## config.mk

```make
export PLATFORM = sky130hd
export DESIGN_NAME = laser_pulse_sequencer
export DESIGN_NICKNAME = d
export VERILOG_FILES = /design/src/rtl/laser_pkg.sv /design/src/rtl/laser_interval_timer.sv /design/src/rtl/laser_pulse_sequencer.sv
export SDC_FILE = /design/constraint.sdc
export NUM_CORES = 1
export LEC_CHECK = 0
export CORE_MARGIN = 1
export CORE_UTILIZATION = 25
export CTS_BUF_LIST = sky130_fd_sc_hd__clkbuf_16
export CTS_CLUSTER_DIAMETER = 80
export CTS_CLUSTER_SIZE = 30
export DETAILED_ROUTE_END_ITERATION = 10
export REMOVE_ABC_BUFFERS = 1
export SETUP_SLACK_MARGIN = 0.15
export SLEW_MARGIN = 20
export SYNTH_ARGS = -nofsm -noshare
export SYNTH_HDL_FRONTEND = slang
export SYNTH_SLANG_ARGS = --single-unit
```

## constraint.sdc

```tcl
create_clock -name clk -period 7.3 [get_ports clk]
set_input_delay 0.73 -clock clk [delete_from_list [all_inputs] [get_ports clk]]
set_output_delay 0.73 -clock clk [all_outputs]
set_load 0.01 [all_outputs]
```

## src/rtl/laser_pkg.sv

```systemverilog
// Shared definitions for the laser pulse sequencer: FSM state encoding,
// default sizing and clock-rate constants.
package laser_pkg;

  localparam int unsigned DEFAULT_CLK_HZ = 50_000_000;
  localparam int unsigned DEFAULT_CNT_W  = 32;
  localparam int unsigned DEFAULT_NUM_W  = 16;
  localparam int unsigned ONE_SEC_CYCLES = DEFAULT_CLK_HZ;

  typedef enum logic [1:0] {
    IDLE  = 2'd0,
    ON    = 2'd1,
    OFF   = 2'd2,
    FAULT = 2'd3
  } state_t;

endpackage

```

## src/rtl/laser_interval_timer.sv

```systemverilog
// Loadable down-counter shared by the ON and OFF phases.
// Ports:
//   clk, reset  : clock, synchronous active-high reset
//   load        : load load_val (priority over en)
//   load_val    : interval length minus one
//   en          : count down by one per cycle, stopping at zero
//   expire      : registered, high while the count is zero (last cycle of the interval)
module laser_interval_timer
  import laser_pkg::*;
#(
  parameter int unsigned W = DEFAULT_CNT_W
) (
  input  logic         clk,
  input  logic         reset,
  input  logic         load,
  input  logic [W-1:0] load_val,
  input  logic         en,
  output logic         expire
);

  logic [W-1:0] cnt;
  logic [W-1:0] cnt_nxt;

  // Next count: load wins, otherwise count down and hold at zero
  always_comb begin
    cnt_nxt = cnt;
    if (load) begin
      cnt_nxt = load_val;
    end else if (en && (cnt != '0)) begin
      cnt_nxt = cnt - W'(1);
    end
  end

  always_ff @(posedge clk) begin
    if (reset) begin
      cnt    <= '0;
      expire <= 1'b0;
    end else begin
      cnt    <= cnt_nxt;
      expire <= (cnt_nxt == '0);
    end
  end

endmodule

```

## src/rtl/laser_pulse_sequencer.sv

```systemverilog
// Converts a start request plus on/off/count settings into a cycle-exact
// laser_en pulse train, with busy/done handshake and a sticky interlock fault.
// Ports:
//   clk, reset          : clock, synchronous active-high reset
//   start, abort        : sequence request (IDLE only) / stop active sequence
//   fault_clr           : leave FAULT (needs interlock_ok)
//   interlock_ok        : safety chain closed
//   on_cycles, off_cycles, num_pulses : sequence settings, latched at start
//   laser_en, busy, done, fault, pulses_done : registered status outputs
module laser_pulse_sequencer
  import laser_pkg::*;
#(
  parameter int unsigned CLK_HZ = DEFAULT_CLK_HZ,
  parameter int unsigned CNT_W  = DEFAULT_CNT_W,
  parameter int unsigned NUM_W  = DEFAULT_NUM_W
) (
  input  logic             clk,
  input  logic             reset,
  input  logic             start,
  input  logic             abort,
  input  logic             fault_clr,
  input  logic             interlock_ok,
  input  logic [CNT_W-1:0] on_cycles,
  input  logic [CNT_W-1:0] off_cycles,
  input  logic [NUM_W-1:0] num_pulses,
  output logic             laser_en,
  output logic             busy,
  output logic             done,
  output logic             fault,
  output logic [NUM_W-1:0] pulses_done
);

  // Clock rate only scales documentation; reject a nonsensical setting
  if (CLK_HZ == 0) begin : g_bad_clk
    $error("laser_pulse_sequencer: CLK_HZ must be non-zero");
  end

  state_t           state, state_nxt;
  logic             laser_en_nxt, busy_nxt, done_nxt, fault_nxt;
  logic [NUM_W-1:0] pulses_nxt;
  logic [CNT_W-1:0] on_lat, on_lat_nxt, off_lat, off_lat_nxt;
  logic [NUM_W-1:0] num_lat, num_lat_nxt;
  logic             tmr_load, tmr_en, tmr_expire;
  logic [CNT_W-1:0] tmr_val;

  laser_interval_timer #(.W(CNT_W)) u_timer (
    .clk      (clk),
    .reset    (reset),
    .load     (tmr_load),
    .load_val (tmr_val),
    .en       (tmr_en),
    .expire   (tmr_expire)
  );

  // Next-state and next-output logic; interlock beats abort beats expiry
  always_comb begin
    state_nxt    = state;
    laser_en_nxt = 1'b0;
    busy_nxt     = 1'b0;
    done_nxt     = 1'b0;
    fault_nxt    = 1'b0;
    pulses_nxt   = pulses_done;
    on_lat_nxt   = on_lat;
    off_lat_nxt  = off_lat;
    num_lat_nxt  = num_lat;
    tmr_load     = 1'b0;
    tmr_val      = on_lat - CNT_W'(1);
    tmr_en       = (state == ON) || (state == OFF);

    unique case (state)
      IDLE: begin
        if (start) begin
          if (!interlock_ok) begin
            state_nxt = FAULT;
            fault_nxt = 1'b1;
          end else if ((num_pulses == '0) || (on_cycles == '0)) begin
            done_nxt   = 1'b1;
            pulses_nxt = '0;
          end else begin
            state_nxt    = ON;
            laser_en_nxt = 1'b1;
            busy_nxt     = 1'b1;
            pulses_nxt   = '0;
            on_lat_nxt   = on_cycles;
            off_lat_nxt  = off_cycles;
            num_lat_nxt  = num_pulses;
            tmr_load     = 1'b1;
            tmr_val      = on_cycles - CNT_W'(1);
          end
        end
      end

      ON: begin
        if (!interlock_ok) begin
          state_nxt = FAULT;
          fault_nxt = 1'b1;
        end else if (abort) begin
          state_nxt = IDLE;
        end else if (tmr_expire) begin
          if (pulses_done != '1) begin
            pulses_nxt = pulses_done + NUM_W'(1);
          end
          if (pulses_nxt >= num_lat) begin
            state_nxt = IDLE;
            done_nxt  = 1'b1;
          end else begin
            // Zero off-time is stretched to one cycle so every pulse falls
            state_nxt = OFF;
            busy_nxt  = 1'b1;
            tmr_load  = 1'b1;
            tmr_val   = (off_lat == '0) ? '0 : off_lat - CNT_W'(1);
          end
        end else begin
          laser_en_nxt = 1'b1;
          busy_nxt     = 1'b1;
        end
      end

      OFF: begin
        if (!interlock_ok) begin
          state_nxt = FAULT;
          fault_nxt = 1'b1;
        end else if (abort) begin
          state_nxt = IDLE;
        end else if (tmr_expire) begin
          state_nxt    = ON;
          laser_en_nxt = 1'b1;
          busy_nxt     = 1'b1;
          tmr_load     = 1'b1;
          tmr_val      = on_lat - CNT_W'(1);
        end else begin
          busy_nxt = 1'b1;
        end
      end

      FAULT: begin
        if (fault_clr && interlock_ok) begin
          state_nxt = IDLE;
        end else begin
          fault_nxt = 1'b1;
        end
      end

      default: state_nxt = IDLE;
    endcase
  end

  // State, latched settings and registered outputs
  always_ff @(posedge clk) begin
    if (reset) begin
      state       <= IDLE;
      laser_en    <= 1'b0;
      busy        <= 1'b0;
      done        <= 1'b0;
      fault       <= 1'b0;
      pulses_done <= '0;
      on_lat      <= '0;
      off_lat     <= '0;
      num_lat     <= '0;
    end else begin
      state       <= state_nxt;
      laser_en    <= laser_en_nxt;
      busy        <= busy_nxt;
      done        <= done_nxt;
      fault       <= fault_nxt;
      pulses_done <= pulses_nxt;
      on_lat      <= on_lat_nxt;
      off_lat     <= off_lat_nxt;
      num_lat     <= num_lat_nxt;
    end
  end

endmodule

```

==> summary.md <==
| Metric | Value |
|---|---|
| Status | `complete, no violations` |
| Worst rel slew slack | `0.314` |
| Die Y | `190 um` |
| Clk root buf | `clkbuf_16` |
| GRT Overall Usage | `0.167` |
| CTS tree | `yes` |
| Hold Fails Final Rpt | `0` |
| # setup viols final | `0` |
| Die Area | `0.0362 mm2` |
| Pre-CTS setup slack | `1310 ps` |
| DP HPWL | `about 23,000 um` |
| Reg-to-Reg End | `u_timer.expire$_SDFF_PP0_` |
| DR iter-0 viols | `694` |
| Number of H-tree levels | `4` |
| Min Tclk post-route | `6070 ps` |
| Min-Delay Path Class | `flop to flop` |
| Number of max-cap violations | `0` |
| Slew at the pin closest to its max-slew limit | `roughly 1000 ps` |
| Post-synthesis sequential area ratio | `0.305` |
| Share of cells above drive strength 1 | `0.0503` |
| Post-Route Setup TNS | `0 ps` |
| Hold_ws | `~450 ps` |
| Aggregate global routing overflow | `0` |
| DR pass1 iterations | `5` |
| Synth unique cells | `79` |
| IO Port Bufs | `105` |
| Synthesis Warnings | `0` |
| Vias | `8,771` |
| I/O pin total | `106` |
| Post-synth EDFFs | `0` |
| Placed Instances | `between 1,500 and 2,000` |
| FFs w/ async S/R, synth | `0` |
| Die width | `190 um` |
| Resized Gates After CTS | `0` |
| Synth Area per Inst | `7.44 um2` |
| Post-synth top flop | `dfxtp_1` |
| Buffer count from post-CTS setup fixing | `0` |
| Fin area | `0.0109 mm2` |
| ANT nets after route | `0` |
| RSZ-0062 raised after global routing | `no` |
| Initial antenna violation count | `1` |
| Critical Path AT | `between 6000 and 7000 ps` |
| Final Instance Count excl. Fillers | `1,729` |
| Clock skew | `8.20 ps` |
| Worst Hold End | `num_lat[3]$_SDFFE_PP0P_` |
| Worst-Skew Late Latency | `around 430 ps` |
| Mapped Cells | `1,189` |
| Placed Area | `0.0103 mm2` |
| CP Max Fanout | `20` |
| Final WL | `30,000 um` |
| Max clock buf depth | `2` |
| P&R area growth vs syn | `22.8%` |
| Row count | `68` |
| Mapped Area | `0.00885 mm2` |
| Highest clock rate | `around 160 MHz` |
| Number of cells on the worst hold path | `2` |
| Final net count | `1,376` |
| Slew Limit Fails | `0` |
| Routed WL per cell | `17.3 um` |
| PnR worst setup slack | `1230 ps` |
| Pin count of the biggest net entering global routing | `101` |
| Initial core utilization | `0.255` |
| Post-CTS Hold Fix Bufs | `0` |
| Num CTS Buffers | `17` |
| GPL Wtd Cong | `0.912` |
| Flop and latch count out of synthesis | `135` |
| Vias in the first global route | `8,439` |
| # DRC | `0` |
| IR Drop Worst-Case VDD | `0.157 mV` |
| Leakage | `3.87 nW` |
| Vias/cell | `5.07` |
| Global-route wire length before repair | `47,200 um` |
| CTS sink count | `135` |
| CP Launch Type | `flop` |
| Data required, critical path | `about 7600 ps` |
| Core area | `between 0.03 and 0.04 mm2` |
| Setup CP Type | `flop to flop` |
| Pwr/cell area | `roughly 360 mW/mm2` |
| Reg2Reg Setup Slack | `1230 ps` |
| R2R Path Start | `pulses_done[3]$_SDFFE_PP0P_` |
| Clock-pin slew on the worst setup and hold paths | `60 ps` |
| Hold path start | `num_lat[3]$_SDFFE_PP0P_` |
| Crit share post-route | `0.832` |
| CP Capture Type | `flop` |
| R2R depth | `19` |
## cell families (layout without fill, tap and decap cells)
kind of cell,Yosys count,in the layout,synth area share
AO/OA/AOI/OAI,254,254,0.181
XOR/XNOR,117,117,0.116
adder cells (fa/ha/maj),29,29,0.0410
buffers and inverters,96,180,0.0465
flip-flops,135,135,0.305
multiplexers,10,10,0.0115
other,0,1,0
AND/OR/NAND/NOR,548,548,0.299
## where the power goes
part           switching, W  internal (W)  total (W)
registers          0.000137      0.000874    0.00101
logic               0.00123      0.000802    0.00203
clock network      0.000344      0.000531   0.000876
total               0.00171       0.00221    0.00392
## cells in the final DEF (no fill, tap or decap), types with 4 or more instances in the layout
cell type,instances
a222oi_1,5
a21oi_1,124
or4_1,13
clkbuf_16,17
or3_1,18
nand4_1,12
mux2i_1,9
a22oi_1,9
dfxtp_1,135
clkinv_2,5
o31ai_1,4
nand3_1,21
o31a_1,4
a21o_1,6
and2_1,8
inv_1,34
buf_4,9
a211oi_1,15
nor3_1,64
nand2_1,228
ha_1,29
xor2_1,52
a221oi_1,5
nand2b_1,6
o22ai_1,19
o21ai_0,25
nor4_1,32
clkdlybuf4s50_1,104
xnor2_1,65
nand3b_1,7
nor2b_1,20
nor2_1,88
## worst max path at each step
stage / start / to / slack [ps] / cells after the start
6_report: pulses_done[3]$_SDFFE_PP0P_ / u_timer.expire$_SDFF_PP0_ / 1230 / 19
5_1_grt: pulses_done[3]$_SDFFE_PP0P_ / u_timer.expire$_SDFF_PP0_ / 570 / 19
4_1_cts: pulses_done[3]$_SDFFE_PP0P_ / u_timer.expire$_SDFF_PP0_ / 1290 / 19
3_5_place_dp: pulses_done[3]$_SDFFE_PP0P_ / u_timer.expire$_SDFF_PP0_ / 1310 / 19
3_3_place_gp: pulses_done[3]$_SDFFE_PP0P_ / u_timer.expire$_SDFF_PP0_ / 1640 / 19
2_1_floorplan: pulses_done[3]$_SDFFE_PP0P_ / u_timer.expire$_SDFF_PP0_ / 1200 / 19
## critical path, stage by stage (launching register included)
cell and delay, ps:
dfxtp_1 480, and4_1 270, nand4_1 160, nor2_1 200, nand2_1 140, nor3_1 490, nor2_1 250, nand2_1 180
xnor2_1 140, ha_1 280, a21oi_1 150, o21ai_0 100, a211oi_1 500, nand2_2 290, o41a_1 800, a2111oi_0 540
a21oi_1 100, nor4b_1 380, nand4_1 190, nor4_2 320
## cells in the mapped netlist (all sizes together), types with 3 or more instances
| cell type | number | area share |
|---|---|---|
| a211oi | 15 | 0.013 |
| a21o | 6 | 0.0051 |
| a21oi | 124 | 0.070 |
| a221oi | 5 | 0.0049 |
| a222oi | 5 | 0.0057 |
| a22oi | 9 | 0.0076 |
| a31oi | 4 | 0.0035 |
| and2 | 8 | 0.0057 |
| and3 | 3 | 0.0021 |
| and4 | 3 | 0.0030 |
| buf | 13 | 0.011 |
| clkbuf | 48 | 0.020 |
| dfxtp | 135 | 0.31 |
| ha | 29 | 0.041 |
| inv | 34 | 0.014 |
| mux2i | 9 | 0.010 |
| nand2 | 229 | 0.097 |
| nand2b | 6 | 0.0042 |
| nand3 | 21 | 0.012 |
| nand3b | 7 | 0.0059 |
| nand4 | 12 | 0.0085 |
| nor2 | 89 | 0.038 |
| nor2b | 20 | 0.014 |
| nor3 | 66 | 0.039 |
| nor4 | 34 | 0.025 |
| nor4b | 4 | 0.0047 |
| o21ai | 28 | 0.016 |
| o221a | 3 | 0.0038 |
| o22ai | 19 | 0.013 |
| o31a | 4 | 0.0040 |
| o31ai | 6 | 0.0072 |
| o41ai | 4 | 0.0040 |
| or2 | 3 | 0.0021 |
| or3 | 19 | 0.014 |
| or4 | 15 | 0.014 |
| xnor2 | 65 | 0.064 |
| xor2 | 52 | 0.051 |
## layer usage
metal  track usage  up-vias  wire length, um
met3        0.0290       47             1680
met1         0.218     4097            13600
li1              -     4359                -
met2         0.269      268            13800
met4        0.0723        0              905
met5             0        -                0
## area by class of cell
type                            instances  area, um2
Antenna cell                            1       2.50
Tap cell                              455        569
Clock inverter                         14        160
Inverter                               35        131
Clock buffer                           17        425
Multi-Input combinational cell        958       5750
Sequential cell                       135       2700
Timing Repair Buffer                  114       1130
Fill cell                            3673      23800
## state kept, by name (all words and copies together), names as in the netlist
name            flops
off_lat            32
u_timer.cnt        32
num_lat            16
u_timer.expire      1
pulses_done        16
done                1
laser_en            1
on_lat             32
busy                1
fault               1
state               2
## through the flow
step | power [W] | utilization
after floorplan | 0.00241 | -
after global placement | 0.00301 | 0.296
after detailed placement | 0.00302 | 0.296
after CTS | 0.00391 | 0.313
after global routing | 0.00418 | 0.313
final | 0.00392 | 0.313
No activity file was read; power rests on OpenSTA's default activity.
==> RTL change 1, RTL diff (same flow settings) <==
Register the input `num_pulses` before use, cleared by the reset. The logic sees it one clock later. The other inputs are not delayed to match. Comments in the files are not updated.
--- a/src/rtl/laser_pulse_sequencer.sv
+++ b/src/rtl/laser_pulse_sequencer.sv
@@ -31,2 +31,12 @@
 );
+
+  logic [NUM_W-1:0] num_pulses_q;
+
+  always_ff @(posedge clk) begin
+    if (reset) begin
+      num_pulses_q <= '0;
+    end else begin
+      num_pulses_q <= num_pulses;
+    end
+  end
 
@@ -75,3 +85,3 @@
             fault_nxt = 1'b1;
-          end else if ((num_pulses == '0) || (on_cycles == '0)) begin
+          end else if ((num_pulses_q == '0) || (on_cycles == '0)) begin
             done_nxt   = 1'b1;
@@ -85,3 +95,3 @@
             off_lat_nxt  = off_cycles;
-            num_lat_nxt  = num_pulses;
+            num_lat_nxt  = num_pulses_q;
             tmr_load     = 1'b1;
Function: changed (Yosys sat finds a counterexample within 4 cycles, from zero or initial values and one cycle with reset high).
==> RTL change 1 against the unedited design <==
  * Total power decreased by 13%
  * Wire length increased by 3.1%
  * Worst hold slack gained 2.6 ps
  * Final area increased by 5.3%
  * Synthesized area up 6.7%
  * Utilization down 0.26 points
  * Die area is 6.6% higher
  * Sequential cell count grew 16
  * Worst setup slack worse by 95 ps
  * Largest cell class unchanged
  * Largest power group unchanged
==> RTL change 1: results (changes against the unedited design) <==
Synthesis
  – Netlist cell types: 80 (was 79)
  – Seq/Total Area, Yosys: 0.320 (was 0.305)
  – Leading post-synthesis cells by cell area: dfxtp_1 (32%), nand2_1 (8.7%), a21oi_1 (6.8%), xnor2_1 (6.6%), xor2_1 (4.6%) (was dfxtp_1 (31%), nand2_1 (9.7%), a21oi_1 (7.0%), xnor2_1 (6.4%), xor2_1 (5.1%))
  – Top cells by count, synth: nand2_1 (220), dfxtp_1 (151), a21oi_1 (128) (was nand2_1 (228), dfxtp_1 (135), a21oi_1 (124))
  – Syn avg cell area: 7.56 sq um (was 7.44 sq um)

Global routing
  – GRT Total Usage: 0.161 (was 0.167)
  – Vias in the first global route: 8602 (was 8439)
  – Largest net degree at the start of global routing: 64 (was 101)
  – First-pass GRT wire length: 48500 um (was 47200 um)

Routing
  – Drt wl/cell: 16.9 um (was 17.3 um)
  – First-pass DRT Iterations: 7 (was 5)
  – Met2 WL: 13800 um (about the same)
  – Post-Route WL: 30900 um (was 30000 um)
  – Post-Route M1 WL: 14300 um (was 13600 um)
  – Via Count: 9198 (was 8771)
  – Initial DRC Count: 851 (was 694)

Outcome
  – Status: complete, no violations (unchanged)

Power and ir drop
  – Sw frac: 0.420 (was 0.437)
  – Static Leakage: 4.05 nW (was 3.87 nW)
  – VDD IR-drop max: 0.143 mV (was 0.157 mV)
  – PD cells: 297 nW/um^2 (was 361 nW/um^2)

Setup path
  – CP max stage delay: 850 ps (was 800 ps)
  – Crit path DAT: 6530 ps (was 6410 ps)
  – CP max-delay cell: o21ai_1 (was o41a_1)
  – Flop2flop setup slack: 1130 ps (was 1230 ps)
  – Worst-path maximum fanout: 15 (was 20)

Worst hold path
  – Hold Path Class: reg2reg (unchanged)

Placement
  – RD Place Congestion: 0.949 (was 0.912)
  – Placement Cell Area: 10900 sq um (was 10300 sq um)
  – Placed cell count: 1798 (was 1697)
  – Hpwl dp: 23900 um (was 22600 um)
  – Port Buffers: 105 (unchanged)

Finish
  – Fill count: 3936 (was 3673)
  – Share of post-route cells with drive strength above 1: 0.0573 (was 0.0503)
  – Largest regs: off_lat (32), on_lat (32), u_timer.cnt (32) (unchanged)
  – Fin nets: 1428 (was 1376)

STA
  – Clk_skew: 10.4 ps (was 8.20 ps)
  – Hold Worst Slack: 457 ps (was 454 ps)
  – Slew @ Worst Pin: 939 ps (was 1020 ps)

Clocking
  – Clk Latency, worst-skew pair: 450 ps (was 430 ps)
==> RTL change 1: tightest hold or removal path: stages (launching register included) <==
cell     delay (ps)
dfxtp_1         310
nand2_1          50
a21oi_1          50
==> RTL change 1: layout make-up <==
type / instances / share of cell area
Multi-Input combinational cell: 998 / 0.522
Sequential cell: 151 / 0.264
Timing Repair Buffer: 114 / 0.0975
Tap cell: 504 / 0.0551
Clock buffer: 17 / 0.0371
Clock inverter: 15 / 0.0135
Inverter: 31 / 0.0102
Antenna cell: 1 / 0.000219
==> RTL change 1: final timing paths <==
path / from / to / cells past startpoint
min reg2reg: num_pulses_q[11] / num_lat[11] / 2
max reg2reg: pulses_done[3] / u_timer.expire / 18
min: num_pulses_q[11] / num_lat[11] / 2
max: pulses_done[3] / u_timer.expire / 18
==> RTL change 1: logic make-up after synthesis <==
kind of cell             count (synthesis)  share of synthesized area
AO/OA/AOI/OAI                          264                      0.176
XOR/XNOR                               121                      0.112
adder cells (fa/ha/maj)                 29                     0.0384
buffers and inverters                  101                     0.0477
flip-flops                             151                      0.320
multiplexers                             4                    0.00450
AND/OR/NAND/NOR                        580                      0.301
==> RTL change 1: layer usage <==
metal  up-vias  track usage
li1       4548            -
met5         -            0
met4         0       0.0700
met2       325        0.252
met3        48       0.0275
met1      4277        0.217
==> RTL change 1: per-stage QoR <==
step | power, W | setup slack (ps)
CTS | 0.00339 | 1210
floorplan | 0.00202 | 1030
global placement | 0.00250 | 1460
detailed placement | 0.00250 | 1260
global route | 0.00359 | 637
finish | 0.00340 | 1130
==> RTL change 1: power groups by stage <==
stage / combinational [W] / clock [W] / sequential, W
floorplan: 0.000998 / 0 / 0.00102
global placement: 0.00146 / 0 / 0.00104
detailed placement: 0.00145 / 0 / 0.00105
CTS: 0.00146 / 0.000899 / 0.00103
global route: 0.00162 / 0.000931 / 0.00104
finish: 0.00149 / 0.000884 / 0.00103
==> RTL change 2, RTL diff (config.mk and constraints unchanged) <==
Made on the original files. Change the package constant `DEFAULT_NUM_W` from 16 to 14.
--- a/src/rtl/laser_pkg.sv
+++ b/src/rtl/laser_pkg.sv
@@ -6,3 +6,3 @@
   localparam int unsigned DEFAULT_CNT_W  = 32;
-  localparam int unsigned DEFAULT_NUM_W  = 16;
+  localparam int unsigned DEFAULT_NUM_W  = 14;
   localparam int unsigned ONE_SEC_CYCLES = DEFAULT_CLK_HZ;
Ports: changed (resized num_pulses and pulses_done); port bits go from 106 to 102. No check against the original RTL was run, so the function may have changed too.
==> RTL change 2 against the unedited design <==
  * Synthesized area decreased by 0.88%
  * Worst setup slack improved by 170 ps
  * Total power decreased by 1.3%
  * Sequential cell count decreased by 4
  * Final area decreased by 1.3%
  * Critical endpoint unchanged
  * Largest power group unchanged
  * Utilization decreased by 0.27 points
  * Wire length decreased by 0.35%
==> RTL change 2: results (changes against the unedited design) <==
STA
  – Hold Worst Slack: 458 ps (was 454 ps)
  – Maximum clock rate: 170 MHz (was 165 MHz)
  – Slew @ Worst Pin: 1080 ps (was 1020 ps)
  – Clk_skew: 8.11 ps (was 8.20 ps)

Setup path
  – Flop2flop setup slack: 1400 ps (was 1230 ps)
  – Worst-path maximum fanout: 19 (was 20)
  – CP max-delay cell: a22oi_2 (was o41a_1)
  – Crit path DAT: 6250 ps (was 6410 ps)

Power and ir drop
  – Static Leakage: 3.83 nW (was 3.87 nW)
  – Combinational share of power: 0.513 (was 0.519)
  – VDD IR-drop max: 0.133 mV (was 0.157 mV)
  – Sw frac: 0.443 (was 0.437)

Global routing
  – GRT Total Usage: 0.168 (was 0.167)
  – GR Util met2: 0.272 (was 0.269)
  – Global Route met1 Usage: 0.229 (was 0.218)
  – Largest net degree at the start of global routing: 77 (was 101)
  – Met3 Usage GRT: 0.0215 (was 0.0290)
  – Vias in the first global route: 8234 (was 8439)
  – Initial antenna violation count: 0 (was 1)

Synthesis
  – Synth Area in Compound Gates: 0.160 (was 0.181)
  – Netlist cell types: 77 (was 79)
  – Mux contribution to synthesized area: 0.0134 (was 0.0115)
  – Top cells by count, synth: nand2_1 (231), dfxtp_1 (131), nor2_1 (114) (was nand2_1 (228), dfxtp_1 (135), a21oi_1 (124))
  – Seq/Total Area, Yosys: 0.299 (was 0.305)
  – Mapped Cells: 1178 (was 1189)
  – Post-Synth Adder-Cell Area: 0.0371 (was 0.0410)
  – Leading post-synthesis cells by cell area: dfxtp_1 (30%), nand2_1 (9.9%), xnor2_1 (7.2%), a21oi_1 (6.1%), nor2_1 (4.9%) (was dfxtp_1 (31%), nand2_1 (9.7%), a21oi_1 (7.0%), xnor2_1 (6.4%), xor2_1 (5.1%))

Routing
  – Post-Route M1 WL: 13800 um (was 13600 um)
  – Met3 wire length: 1360 um (was 1680 um)
  – Post-Route WL: 29800 um (was 30000 um)
  – First-pass DRT Iterations: 8 (was 5)
  – Met2 WL: 14000 um (was 13800 um)

Worst hold path
  – WHS Endpoint: num_lat[6] (was num_lat[3])
  – HP Start: num_lat[6] (was num_lat[3])

Outcome
  – Status: complete, no violations (unchanged)

Finish
  – Layout Cells excl Fill: 1708 (was 1729)
  – Fin nets: 1350 (was 1376)
  – Share of post-route cells with drive strength above 1: 0.0599 (was 0.0503)

Placement
  – Placement Cell Area: 10100 sq um (was 10300 sq um)
  – Hpwl dp: 22500 um (was 22600 um)
## RTL change 2: changes by cell type after synthesis, moves of 5 or more
cell	change
o221ai_1	+12
inv_1	-6
mux2_2	+5
or2_2	+7
a21oi_1	-17
nor2_1	+25
nand2b_1	+6
o21ai_0	-18
o22ai_1	-13
xnor2_1	+7
nor3_1	-9
nor2b_1	-11
## RTL change 2: layout make-up
class                      count  area (sq um)
inverter                      29           109
clock inverter                15           184
fill                        3724         23800
multi-input combinational    956          5780
tap                          455           569
sequential                   131          2620
clock buffer                  17           425
timing repair buffer         105          1040
## RTL change 2: worst reg2reg max path, cell delays in order, from the launching register on
cell      delay (ps)
dfxtp_1          460
and4_1           280
nand2_1          130
nor3_1           260
and3_1           370
nand2b_1         230
nor3_1            80
xor2_1           220
ha_1             290
and4_1           220
a221oi_1         410
and3_1           220
nand3_1          220
a22oi_2          860
o221ai_1         340
nor4_2           270
a21oi_1          110
or4_1            580
nor4_2           250
